File: src/rtl/fetch_ctrl_pkg.sv
// fetch_ctrl_pkg
// Shared definitions for the instruction-fetch controller: datapath width,
// reset PC, FSM state encoding and the PC alignment predicate.
package fetch_ctrl_pkg;

  localparam int XLEN = 32;
  localparam logic [XLEN-1:0] RESET_PC = 32'h0000_0000;

  typedef enum logic [2:0] {
    ST_IDLE    = 3'd0,
    ST_FETCH   = 3'd1,
    ST_HOLD    = 3'd2,
    ST_DISCARD = 3'd3,
    ST_HALT    = 3'd4
  } state_t;

  // Instructions are word aligned; any set low bit is a fault.
  function automatic logic misaligned(input logic [XLEN-1:0] addr);
    return addr[1:0] != 2'b00;
  endfunction

endpackage

File: src/rtl/fetch_ctrl_pc_reg.sv
// fetch_ctrl_pc_reg
// Program-counter register with load enable.
// Ports:
//   clk          rising-edge clock
//   rst          asynchronous active-low reset (q <= RESET_PC)
//   load         load d into q at the next edge
//   d            candidate PC value
//   q            current PC
//   d_misaligned d is not word aligned (combinational on d)
module fetch_ctrl_pc_reg
  import fetch_ctrl_pkg::*;
(
  input  logic            clk,
  input  logic            rst,
  input  logic            load,
  input  logic [XLEN-1:0] d,
  output logic [XLEN-1:0] q,
  output logic            d_misaligned
);

  always_ff @(posedge clk or negedge rst) begin
    if (!rst) begin
      q <= RESET_PC;
    end else if (load) begin
      q <= d;
    end
  end

  assign d_misaligned = misaligned(d);

endmodule

File: src/rtl/fetch_ctrl.sv
// fetch_ctrl
// Instruction-fetch sequencer. Owns the PC, issues one request at a time to
// an instruction memory with arbitrary wait states, holds the fetched word
// until downstream consumes it, handles late redirects (including dropping
// an in-flight fetch) and halts permanently on a misaligned PC.
// Ports:
//   clk, rst              clock, asynchronous active-low reset
//   next_pc               sequential/branch target, loaded on consume
//   consume               downstream takes instr this cycle
//   redirect, redirect_pc late branch/jump redirect and its target
//   mem_req, mem_addr     memory request / address (address = pc)
//   mem_ack, mem_rdata    memory response / data
//   pc                    address of the instruction fetched or held
//   instr, instr_valid    held instruction word and its valid flag
//   fault                 sticky misaligned-PC flag
//   retire_cnt            number of consumed instructions (wraps)
module fetch_ctrl
  import fetch_ctrl_pkg::*;
(
  input  logic            clk,
  input  logic            rst,
  input  logic [XLEN-1:0] next_pc,
  input  logic            consume,
  input  logic            redirect,
  input  logic [XLEN-1:0] redirect_pc,
  output logic            mem_req,
  output logic [XLEN-1:0] mem_addr,
  input  logic            mem_ack,
  input  logic [XLEN-1:0] mem_rdata,
  output logic [XLEN-1:0] pc,
  output logic [XLEN-1:0] instr,
  output logic            instr_valid,
  output logic            fault,
  output logic [XLEN-1:0] retire_cnt
);

  state_t          state_reg, state_next;
  logic [XLEN-1:0] pend_pc_reg, pend_pc_next;
  logic [XLEN-1:0] instr_reg, instr_next;
  logic            valid_reg, valid_next;
  logic            fault_reg, fault_next;
  logic [XLEN-1:0] retire_cnt_reg, retire_cnt_next;

  logic            pc_load;
  logic [XLEN-1:0] pc_d;
  logic            pc_d_bad;

  fetch_ctrl_pc_reg u_pc (
    .clk          (clk),
    .rst          (rst),
    .load         (pc_load),
    .d            (pc_d),
    .q            (pc),
    .d_misaligned (pc_d_bad)
  );

  always_ff @(posedge clk or negedge rst) begin
    if (!rst) begin
      state_reg      <= ST_IDLE;
      pend_pc_reg    <= '0;
      instr_reg      <= '0;
      valid_reg      <= 1'b0;
      fault_reg      <= 1'b0;
      retire_cnt_reg <= '0;
    end else begin
      state_reg      <= state_next;
      pend_pc_reg    <= pend_pc_next;
      instr_reg      <= instr_next;
      valid_reg      <= valid_next;
      fault_reg      <= fault_next;
      retire_cnt_reg <= retire_cnt_next;
    end
  end

  always_comb begin
    state_next      = state_reg;
    pend_pc_next    = pend_pc_reg;
    instr_next      = instr_reg;
    valid_next      = valid_reg;
    fault_next      = fault_reg;
    retire_cnt_next = retire_cnt_reg;
    pc_load         = 1'b0;
    pc_d            = redirect_pc;

    case (state_reg)
      ST_IDLE: begin
        if (redirect) begin
          pc_load = 1'b1;
          pc_d    = redirect_pc;
        end
        state_next = ST_FETCH;
      end

      ST_FETCH: begin
        if (redirect) begin
          if (mem_ack) begin
            // Response for the old PC arrives with the redirect: drop it
            // and refetch at the new target straight away.
            pc_load = 1'b1;
            pc_d    = redirect_pc;
          end else begin
            // Request cannot be withdrawn; park the target until the
            // outstanding response is drained.
            pend_pc_next = redirect_pc;
            state_next   = ST_DISCARD;
          end
        end else if (mem_ack) begin
          instr_next = mem_rdata;
          valid_next = 1'b1;
          state_next = ST_HOLD;
        end
      end

      ST_HOLD: begin
        if (redirect) begin
          // Redirect wins over a simultaneous consume: nothing retires.
          valid_next = 1'b0;
          pc_load    = 1'b1;
          pc_d       = redirect_pc;
          state_next = ST_FETCH;
        end else if (consume && valid_reg) begin
          retire_cnt_next = retire_cnt_reg + 1'b1;
          valid_next      = 1'b0;
          pc_load         = 1'b1;
          pc_d            = next_pc;
          state_next      = ST_FETCH;
        end
      end

      ST_DISCARD: begin
        if (redirect) begin
          if (mem_ack) begin
            pc_load    = 1'b1;
            pc_d       = redirect_pc;
            state_next = ST_FETCH;
          end else begin
            pend_pc_next = redirect_pc;
          end
        end else if (mem_ack) begin
          pc_load    = 1'b1;
          pc_d       = pend_pc_reg;
          state_next = ST_FETCH;
        end
      end

      ST_HALT: begin
        valid_next = 1'b0;
      end

      default: begin
        state_next = ST_HALT;
        valid_next = 1'b0;
      end
    endcase

    // A misaligned PC is still loaded (for visibility) but the FSM parks in
    // HALT so no request is ever issued for it.
    if (pc_load && pc_d_bad) begin
      state_next = ST_HALT;
      fault_next = 1'b1;
      valid_next = 1'b0;
    end
  end

  // Request is purely a decode of registered state.
  assign mem_req     = (state_reg == ST_FETCH) || (state_reg == ST_DISCARD);
  assign mem_addr    = pc;
  assign instr       = instr_reg;
  assign instr_valid = valid_reg;
  assign fault       = fault_reg;
  assign retire_cnt  = retire_cnt_reg;

endmodule

File: config.mk
export PLATFORM = sky130hd
export DESIGN_NAME = fetch_ctrl
export DESIGN_NICKNAME = d
export VERILOG_FILES = /design/src/rtl/fetch_ctrl_pkg.sv /design/src/rtl/fetch_ctrl_pc_reg.sv /design/src/rtl/fetch_ctrl.sv
export SDC_FILE = /design/constraint.sdc
export NUM_CORES = 1
export LEC_CHECK = 0
export CAP_MARGIN = 30
export CORE_UTILIZATION = 45
export DETAILED_ROUTE_END_ITERATION = 10
export PLACE_DENSITY_LB_ADDON = 0.08
export SLEW_MARGIN = 10
export SYNTH_ARGS = -nofsm -noshare
export SYNTH_HDL_FRONTEND = slang
export SYNTH_SLANG_ARGS = --single-unit
File: constraint.sdc
create_clock -name clk -period 2.15 [get_ports clk]
set_input_delay 0.215 -clock clk [delete_from_list [all_inputs] [get_ports clk]]
set_output_delay 0.215 -clock clk [all_outputs]
set_load 0.005 [all_outputs]
* After elaboration in Yosys (flattened, before gate mapping) *
Cells that the tools add are included.

cells by class
  add/sub/neg operators = 1
  equal/unequal tests = 12
  muxes and demuxes = 25
  bitwise gates (word level) = 1
  reductions and logical operators = 12

operators with widths
  operator                 count
  $mux W32                 4
  $pmux W32 S2             1
  $add A32 B1 Y32 const B  1
  $mux W3                  7
  $pmux W3 S5              1
  $ne A4 B4 Y1 const B     3
  $mux W1                  10
  $ne A3 B3 Y1 const B     3
  $eq A3 B2 Y1 const B     2
  $reduce_and A3 Y1        2
  $reduce_and A5 Y1        1
  $pmux W1 S4              1
  $reduce_and A4 Y1        1
  $reduce_or A2 Y1         2
  $eq A3 B1 Y1 const B     1
  $eq A3 B3 Y1 const B     1
  $logic_not A3 Y1         1
  $pmux W1 S3              1
  $logic_and A1 B1 Y1      2
  $ne A2 B1 Y1 const B     1
  $ne A2 B2 Y1 const B     1
  $reduce_and A2 Y1        1
  $reduce_bool A2 Y1       1
  $logic_or A1 B1 Y1       1
  $not A1 Y1               1

word-level totals
  register bits = 133
  bits of input ports = 101
  output and inout port bits = 131

* Longest topological paths before layout *
Gate-level depths: netlist of run 1.

  depth after elaboration = 8
  depth in mapped cells = 8
  depth with buffers taken out = 6

* Modules after synthesis *
A second synthesis of run 1 with hierarchy kept.

second synthesis, totals
  cells, all modules = 499
  area, all modules = 6,243.5 um2

modules (own cells, without submodules)
  module             times used  cells an instance  area each (um2)  sequential area each (um2)
  fetch_ctrl         1           430                4,892.2          2,527.4
  fetch_ctrl_pc_reg  1           69                 1,351.3          800.8

* Worst setup path before layout of run 1 *
Ideal clock, no wire load.

  kind = reg-to-reg
  start = reg state_reg[2]
  end = reg pend_pc_reg[10]
  arrival = 1,640 ps
  path slack = 385 ps
  cell stages (with the launch flop) = 7
  cells stage by stage = dfrtp_1 clkbuf_2 nor2b_1 and3_1 clkbuf_1 buf_2 mux2_2

on the way
  longest elaborated chain between the ends = 3

RTL lines
  item                                          line              text
  from (decl)                                   fetch_ctrl.sv:37  state_t state_reg, state_next;
  from (signal assigned)                        fetch_ctrl.sv:66  state_reg <= state_next;
  $eq A3 B1 Y1 or $eq A3 B2 Y1 (tied branches)  fetch_ctrl.sv:85  case (state_reg)
  $reduce_or A2 Y1 (no source line) (*)         -
  $reduce_and A2 Y1 (no source line) (*)        -
  to (signal assigned)                          fetch_ctrl.sv:67  pend_pc_reg <= pend_pc_next;
  to (decl)                                     fetch_ctrl.sv:38  logic [XLEN-1:0] pend_pc_reg, pend_pc_next;

Mark *: on every way between the ends. The rest lies on a longest branch, timed or not.
A chain may end at the register's enable or synchronous reset.

* Final worst setup path of run 1 *
  start = reg state_reg[0]
  end = out mem_req

on the way
  longest elaborated chain between the ends = 2

RTL lines
  item                                          line               text
  $eq A3 B1 Y1 or $eq A3 B2 Y1 (tied branches)  fetch_ctrl.sv:166  assign mem_req = (state_reg == ST_FETCH) || (state_reg == ST_DISCARD);
  $logic_or A1 B1 Y1 (*)                        fetch_ctrl.sv:166
  to (decl)                                     fetch_ctrl.sv:26   output logic mem_req,

Marks and branches as above.

==> results of run 1 <==
[routing by layer]
metal  up-vias  GRT usage, %  wire length [um]
met3        23          8.49              1220
met2       212          40.5              8460
li1       2310             -                 -
met1      2569          28.1              6720
met5         -             0                 0
met4         0          7.18               264
[cells by family (layout without fill, tap and decap cells)]
kind of cell / count (synthesis) / count (layout) / synth area share, %
AO/OA/AOI/OAI: 75 / 75 / 8.91
XOR/XNOR: 32 / 32 / 4.54
adder cells (fa/ha/maj): 1 / 1 / 0.198
buffers and inverters: 69 / 292 / 6.52
flip-flops: 133 / 133 / 52.5
multiplexers: 98 / 98 / 17.4
AND/OR/NAND/NOR: 116 / 116 / 9.88
[metrics by stage]
| step | instance area, um2 | util [%] | worst slack [ns] |
|---|---|---|---|
| CTS | 9450 | 70.0 | 0.0684 |
| detailed placement | 8730 | 64.6 | 0.0167 |
| finish | 9460 | 70.0 | 0.185 |
| floorplan | 6330 | - | 0.385 |
| global route | 9460 | 70.0 | 0.0405 |
| global placement | 8730 | 64.6 | 0.0622 |
[path summary, 6_finish.rpt]
path	from	endpoint	slack, ns
worst max-delay path	state_reg[0]$_DFFE_PN0P_	mem_req	0.19
worst min-delay path	rst	retire_cnt[11]$_DFFE_PN0P_	0.33
worst max register to register	instr_valid$_DFFE_PN0P_	u_pc.q[25]$_DFFE_PN0P_	0.19
worst min register to register	fault$_DFFE_PN0P_	fault$_DFFE_PN0P_	0.48
max in group asynchronous	rst	u_pc.q[29]$_DFFE_PN0P_	1.14
min in group clk	mem_rdata[27]	instr[27]$_DFFE_PN0P_	0.40
[power groups by stage]
stage | Clock (W) | Sequential (W) | Combinational [W]
2_1_floorplan | 0 | 0.00262 | 0.000157
3_3_place_gp | 0 | 0.00262 | 0.000531
3_5_place_dp | 0 | 0.00262 | 0.000541
4_1_cts | 0.00358 | 0.00258 | 0.000548
5_1_grt | 0.00369 | 0.00258 | 0.000584
6_report | 0.00352 | 0.00258 | 0.000540
[cell usage in the layout, fill, tap and decap left out, drive strengths merged, types with 2 or more instances in the layout]
cell type,n
clkdlybuf4s50,230
dfrtp,133
mux2,97
nor2,45
a21oi,31
a222oi,30
buf,25
xnor2,22
nand2,19
clkbuf,18
nand4,12
xor2,10
and3,9
bufinv,8
and4,7
nand3,7
nor2b,5
inv,4
o21ai,4
clkinv,4
and2,3
clkinvlp,2
a211oi,2
nor4,2
[cell usage after synthesis, types with 2 or more instances]
master and instances:
nor2b_1 5, clkbuf_1 16, buf_4 32, and3_1 8, nor2_2 3, nand4_1 12, xnor2_1 22, dfrtp_1 133
and2_1 3, nor2_1 41, buf_6 2, and4_1 7, o21ai_0 4, inv_1 4, a222oi_1 30, nand3_1 6
a21oi_1 31, nand2_1 19, xor2_1 9, buf_2 14, mux2_2 96
[final cells by class]
type,instances,area [um2],area share [%]
well taps,176,220,2.33
inverters,4,15.0,0.159
clock inverters,14,279,2.95
clock buffers,18,439,4.64
multi-input cells,322,2610,27.6
flip-flops and latches,133,3330,35.2
repair buffers,256,2570,27.1
[timing repair]
action                                  in CTS  in global routing
buffers inserted                             0                  0
endpoints found under the setup margin       0                  1
gates resized for setup                      0                  1
hold buffers                                 1                  0
endpoints found under the hold margin       54                  0
[critical path, delay by kind of cell (launching register included)]
| kind | cells | cell delay [ns] |
|---|---|---|
| buffers and inverters | 1 | 0.58 |
| flip-flops | 1 | 0.47 |
| AND/OR/NAND/NOR | 1 | 0.29 |
==> out/qor.csv, run 1 <==
stage,metric,value,unit
status,status,completed,
clock_tree,insertion_delay,0.42,ns
detailed_routing,drt-initial-drc-count,442,
synthesis,ys_types,48,
sta,drv_slew,0,
floorplanning,num_io_pins,232,
setup_path,worstSetupPathType,reg2out,
global_route,grt_max_degree,58,
placement,io_buffers,231,
clock_tree,clock_path_buffers,2,
global_route,antenna_found_initial,0,
sta,setup_viol,0,
floorplanning,dieHeight,121,um
setup_path,max_stage_delay,0.58,ns
detailed_routing,viasPerCell,5.54,
synthesis,yosys.area.top_type,dfrtp_1,
global_route,grt_pass1_vias,5204,
power_and_ir_drop,power.leakage,4.12,nW
layout,nets,836,
synthesis,synth_cells,524,
sta,hold_violations,0,
global_route,grt_pass1_wl,26400,um
synthesis,synth_fp_nets,626,
synthesis,yosysSeqAreaShare,52.5,%
setup_path,path_cells,nor2b_2 -> clkdlybuf4s50_1,
power_and_ir_drop,p_per_area,703,mW/mm2
synthesis,synth_area_leaders,"dfrtp_1, mux2_2, a222oi_1, buf_4, xnor2_1",
detailed_routing,firstDrtPassIters,7,
power_and_ir_drop,p_comb_share,8.1,%
power_and_ir_drop,p_clk_share,53.1,%
power_and_ir_drop,intPower,0.00534,W
clock_tree,cts_root_buf,clkbuf_16,
power_and_ir_drop,ir_drop,0.000655,V
clock_tree,path_clk_slew,0.06,ns
power_and_ir_drop,switchingPower,0.00131,W
floorplanning,core_region_area,0.0135,mm2
synthesis,ys_async_sr_fraction,100,%
setup_path,crit_path_max_fanout,6,
placement,gp_congestion,0.820,
power_and_ir_drop,total_power,0.00664,W
setup_path,required,1.93,ns
hold_path,hold_path_class,in2async,
synthesis,synth_edf_count,0,
sta,skew,0.00659,ns
synthesis,postSynthAreaPerCell,12.1,um2
sta,tns,0,ns
detailed_routing,ant_nets,0,
layout,drive_above_1_share,22.6,%
layout,diodes,0,
layout,syn_to_final_growth,49.3,%
detailed_routing,num_vias,5114,
synthesis,yosys_most_used_dff,dfrtp_1,
floorplanning,start_util,46.9,%
setup_path,end_kind,primary output,
detailed_routing,wl_per_cell,18.0,um
setup_path,crit_arrival,1.75,ns
setup_path,rr_worst_depth,5,
clock_tree,numCtsBuffers,17,
global_route,grt_usage,23.8,%
synthesis,synth.top_cell.area_share,52.5,%
setup_path,crit_slowest_cell,clkdlybuf4s50_1,
detailed_routing,drcViolationCount,0,
sta,finalCriticalPeriod,1.96,ns
layout,layout.cells.non_filler,923,
placement,dp.cells,890,
power_and_ir_drop,p_sw_share,19.6,%
floorplanning,die-area,0.0146,mm2
clock_tree,clock_sinks,133,
clock_tree,htree_levels,4,
layout,fill_cells,928,
synthesis,syn_area,0.00633,mm2
sta,hold_slack,0.333,ns
power_and_ir_drop,power_frac_seq,38.8,%
floorplanning,num_rows,42,
setup_path,crit_path_start_kind,register,
floorplanning,die_w,121,um
job,max-cap-violations,0,
synthesis,yosys_warnings,0,
sta,finalCritPeriodShare,91.4,%
synthesis,synth.ff_latch_count,133,
sta,slew_headroom,63.9,%
sta,max_clock_freq,509,MHz
placement,place_hpwl,11600,um
sta,worst_pin_slew,0.541,ns
detailed_routing,wl,16700,um
clock_tree,cts_tree,yes,
sta,rsz0062_at_grt,no,
global_route,gr-total-overflow,0,
Power figures use the tool's default switching activity.
==> inputs of run 2 (changes only) <==
TNS_END_PERCENT = 20   (was default)
==> results of run 2 <==
Same layout as run 1: the final DEF is identical, and so are final timing and power.
==> inputs of run 3 (changes only) <==
ABC_AREA = 1   (was default)
CORE_UTILIZATION = 47   (was 45)
==> run 3 against run 2 <==
Net effect: via count is 33% higher; register-to-register slack improved by 0.13 ns; largest cell class unchanged; count of clock-buffer cells in the layout increased by 3; critical endpoint unchanged; critical path depth did not move; die area is 8.8% higher; cell area rose by 8.1%.
==> out/qor.csv, run 3 <==
stage,metric,value,unit,change
status,status,completed,,
synthesis,ys_async_sr_fraction,100,%,unchanged
clock_tree,clock_sinks,133,,unchanged
placement,gp_congestion,0.917,,+12%
setup_path,crit_path_max_fanout,5,,-1
placement,preCtsSetupSlack,0.158,ns,+0.142 ns
layout,final_common_cell,nand2_1,,
floorplanning,die-area,0.0158,mm2,+8.8%
global_route,antenna_found_initial,0,,unchanged
power_and_ir_drop,p_sw_share,20.0,%,+0.38 points
setup_path,r2r_start,state_reg[1]$_DFFE_PN0P_,,
sta,rsz0062_at_grt,no,,
global_route,grt_pass1_wl,31500,um,+19%
detailed_routing,drt-initial-drc-count,530,,+20%
power_and_ir_drop,power.leakage,4.97,nW,+21%
floorplanning,start_util,48.8,%,+2.0 points
clock_tree,cts_root_buf,clkbuf_16,,
clock_tree,numCtsBuffers,17,,unchanged
synthesis,yosys_warnings,0,,unchanged
floorplanning,num_io_pins,232,,unchanged
synthesis,synth.top_cell.area_share,46.2,%,-6.4 points
detailed_routing,firstDrtPassIters,5,,-2
power_and_ir_drop,ir_drop,0.000498,V,-24%
power_and_ir_drop,p_comb_share,9.3,%,+1.2 points
setup_path,r2r-end,u_pc.q[18]$_DFFE_PN0P_,,
sta,worst_pin_slew,0.602,ns,+0.0613 ns
setup_path,rr_worst_depth,9,,+4
detailed_routing,wl_per_cell,13.7,um,-24%
synthesis,syn_area,0.00721,mm2,+14%
detailed_routing,ant_nets,0,,unchanged
power_and_ir_drop,switchingPower,0.00131,W,+0.58%
clock_tree,path_clk_slew,0.06,ns,about the same
job,max-cap-violations,0,,unchanged
setup_path,worstSetupPathType,reg2out,,
sta,finalCritPeriodShare,85.5,%,-5.9 points
layout,diodes,0,,unchanged
setup_path,crit_start,state_reg[2]$_DFFE_PN0P_,,
synthesis,yosys.area.top_type,dfrtp_1,,
layout,finalInstanceArea,0.0102,mm2,+8.1%
floorplanning,die_w,126,um,+4.3%
setup_path,crit_arrival,1.62,ns,-0.13 ns
floorplanning,num_rows,44,,+4.8%
global_route,grt_usage,25.0,%,+1.3 points
global_route,grt_pass1_vias,6283,,+21%
synthesis,netlist_top_cells_count,"nand2_1, dfrtp_1, nor2_1, inv_1",,
clock_tree,cts_tree,yes,,
detailed_routing,num_vias,6802,,+33%
global_route,gr-total-overflow,0,,unchanged
synthesis,yosysSeqAreaShare,46.2,%,-6.4 points
synthesis,synth.most_common_cell,nand2_1,,
floorplanning,dieHeight,126,um,+4.3%
sta,setup_ws,0.313,ns,+0.127 ns
placement,io_buffers,231,,unchanged
sta,tns,0,ns,unchanged
sta,skew,0.00617,ns,-0.000422 ns
setup_path,crit_path_start_kind,register,,
synthesis,synth_fp_nets,1098,,+75%
setup_path,end_kind,primary output,,
sta,drv_slew,0,,unchanged
synthesis,synth.ff_latch_count,133,,unchanged
synthesis,ys_types,28,,-42%
detailed_routing,viasPerCell,4.88,,-12%
hold_path,hold_path_class,in2async,,
placement,place_hpwl,13100,um,+13%
synthesis,synth_area_leaders,"dfrtp_1, nand2_1, nor2_1, buf_4, inv_1",,
layout,nets,1300,,+56%
sta,finalCriticalPeriod,1.84,ns,-0.127 ns
sta,max_clock_freq,544,MHz,+6.9%
setup_path,r2r_slack,0.32,ns,+0.13 ns
synthesis,synth_cells,996,,+90%
sta,hold_violations,0,,unchanged
detailed_routing,wl,19100,um,+15%
layout,fill_cells,1255,,+35%
global_route,grt_max_degree,65,,+12%
clock_tree,htree_levels,4,,unchanged
floorplanning,core_region_area,0.0148,mm2,+9.2%
power_and_ir_drop,intPower,0.00524,W,-1.8%
sta,slew_headroom,59.8,%,-4.1 points
detailed_routing,drcViolationCount,0,,unchanged
synthesis,yosys_most_used_dff,dfrtp_1,,
power_and_ir_drop,total_power,0.00656,W,-1.3%
power_and_ir_drop,p_clk_share,50.8,%,-2.3 points
synthesis,postSynthAreaPerCell,7.24,um2,-40%
clock_tree,insertion_delay,0.41,ns,about the same
power_and_ir_drop,p_per_area,641,mW/mm2,-8.7%
placement,place_area,0.00955,mm2,+9.4%
setup_path,cp-endpoint,mem_req,,
layout,drive_above_1_share,6.61,%,-16 points
clock_tree,clock_path_buffers,2,,unchanged
clock_tree,cts_resized,0,,unchanged
synthesis,synth_edf_count,0,,unchanged
setup_path,required,1.93,ns,about the same
layout,final_cell_mix,"nand2_1, clkdlybuf4s50_1, dfrtp_1",,
power_and_ir_drop,power_frac_seq,39.9,%,+1.1 points
sta,setup_viol,0,,unchanged
layout,syn_to_final_growth,41.9,%,
==> run 3: kinds of logic after synthesis <==
| kind of cell | synth area share [%] |
|---|---|
| AND/OR/NAND/NOR | 34.7 |
| AO/OA/AOI/OAI | 5.19 |
| buffers and inverters | 9.76 |
| adder cells (fa/ha/maj) | 0.174 |
| XOR/XNOR | 1.94 |
| multiplexers | 2.03 |
| flip-flops | 46.2 |
==> run 3: how the worst min path moves through the flow <==
stage | endpoint | slack (ns) | depth (start not counted)
after global routing | u_pc.q[10]$_DFFE_PN0P_ | 0.30 | 2
after global placement | u_pc.q[10]$_DFFE_PN0P_ | 0.15 | 1
after CTS | u_pc.q[10]$_DFFE_PN0P_ | 0.28 | 2
after floorplan | fault$_DFFE_PN0P_ | -0.08 | 0
after detailed placement | u_pc.q[10]$_DFFE_PN0P_ | 0.16 | 1
final | u_pc.q[10]$_DFFE_PN0P_ | 0.28 | 2
==> run 3: area by class of cell <==
| class | instances | area, um2 | area share [%] |
|---|---|---|---|
| multi-input cells | 720 | 3180 | 31.1 |
| repair buffers | 250 | 2530 | 24.8 |
| flip-flops and latches | 133 | 3330 | 32.6 |
| clock inverters | 10 | 228 | 2.23 |
| clock buffers | 21 | 440 | 4.31 |
| inverters | 76 | 285 | 2.79 |
| well taps | 184 | 230 | 2.25 |
==> run 3: timing repair <==
| action | 4_1_cts | 5_1_grt |
|---|---|---|
| hold buffers | 1 | 0 |
| buffers inserted | 0 | 0 |
| endpoints found under the hold margin | 39 | 0 |
==> run 3: layer usage <==
metal | global-route usage, % | vias up | share of wire [%]
met3 | 8.11 | 14 | 7.9
met5 | 0 | - | 0
met4 | 6.09 | 0 | 0.79
li1 | - | 3436 | -
met1 | 33.4 | 3123 | 45
met2 | 39.6 | 229 | 46
==> run 3: stage by stage <==
stage,utilization (%),hold slack [ns],instances
after global placement,64.7,0.152,1362
after CTS,69.3,0.281,1394
after floorplan,-,-0.0806,996
after detailed placement,64.7,0.157,1362
final,69.3,0.276,1394
after global routing,69.3,0.302,1394
==> run 3: power groups by stage <==
stage	Combinational (W)	Clock, W	Sequential [W]
floorplan	0.000179	0	0.00266
global placement	0.000605	0	0.00266
detailed placement	0.000612	0	0.00266
CTS	0.000618	0.00338	0.00262
global route	0.000669	0.00349	0.00263
finish	0.000609	0.00333	0.00262
==> run 3: critical path: stages, from the launching register on <==
cell	delay [ns]
dfrtp_1	0.47
nor2_4	0.19
clkdlybuf4s50_1	0.54
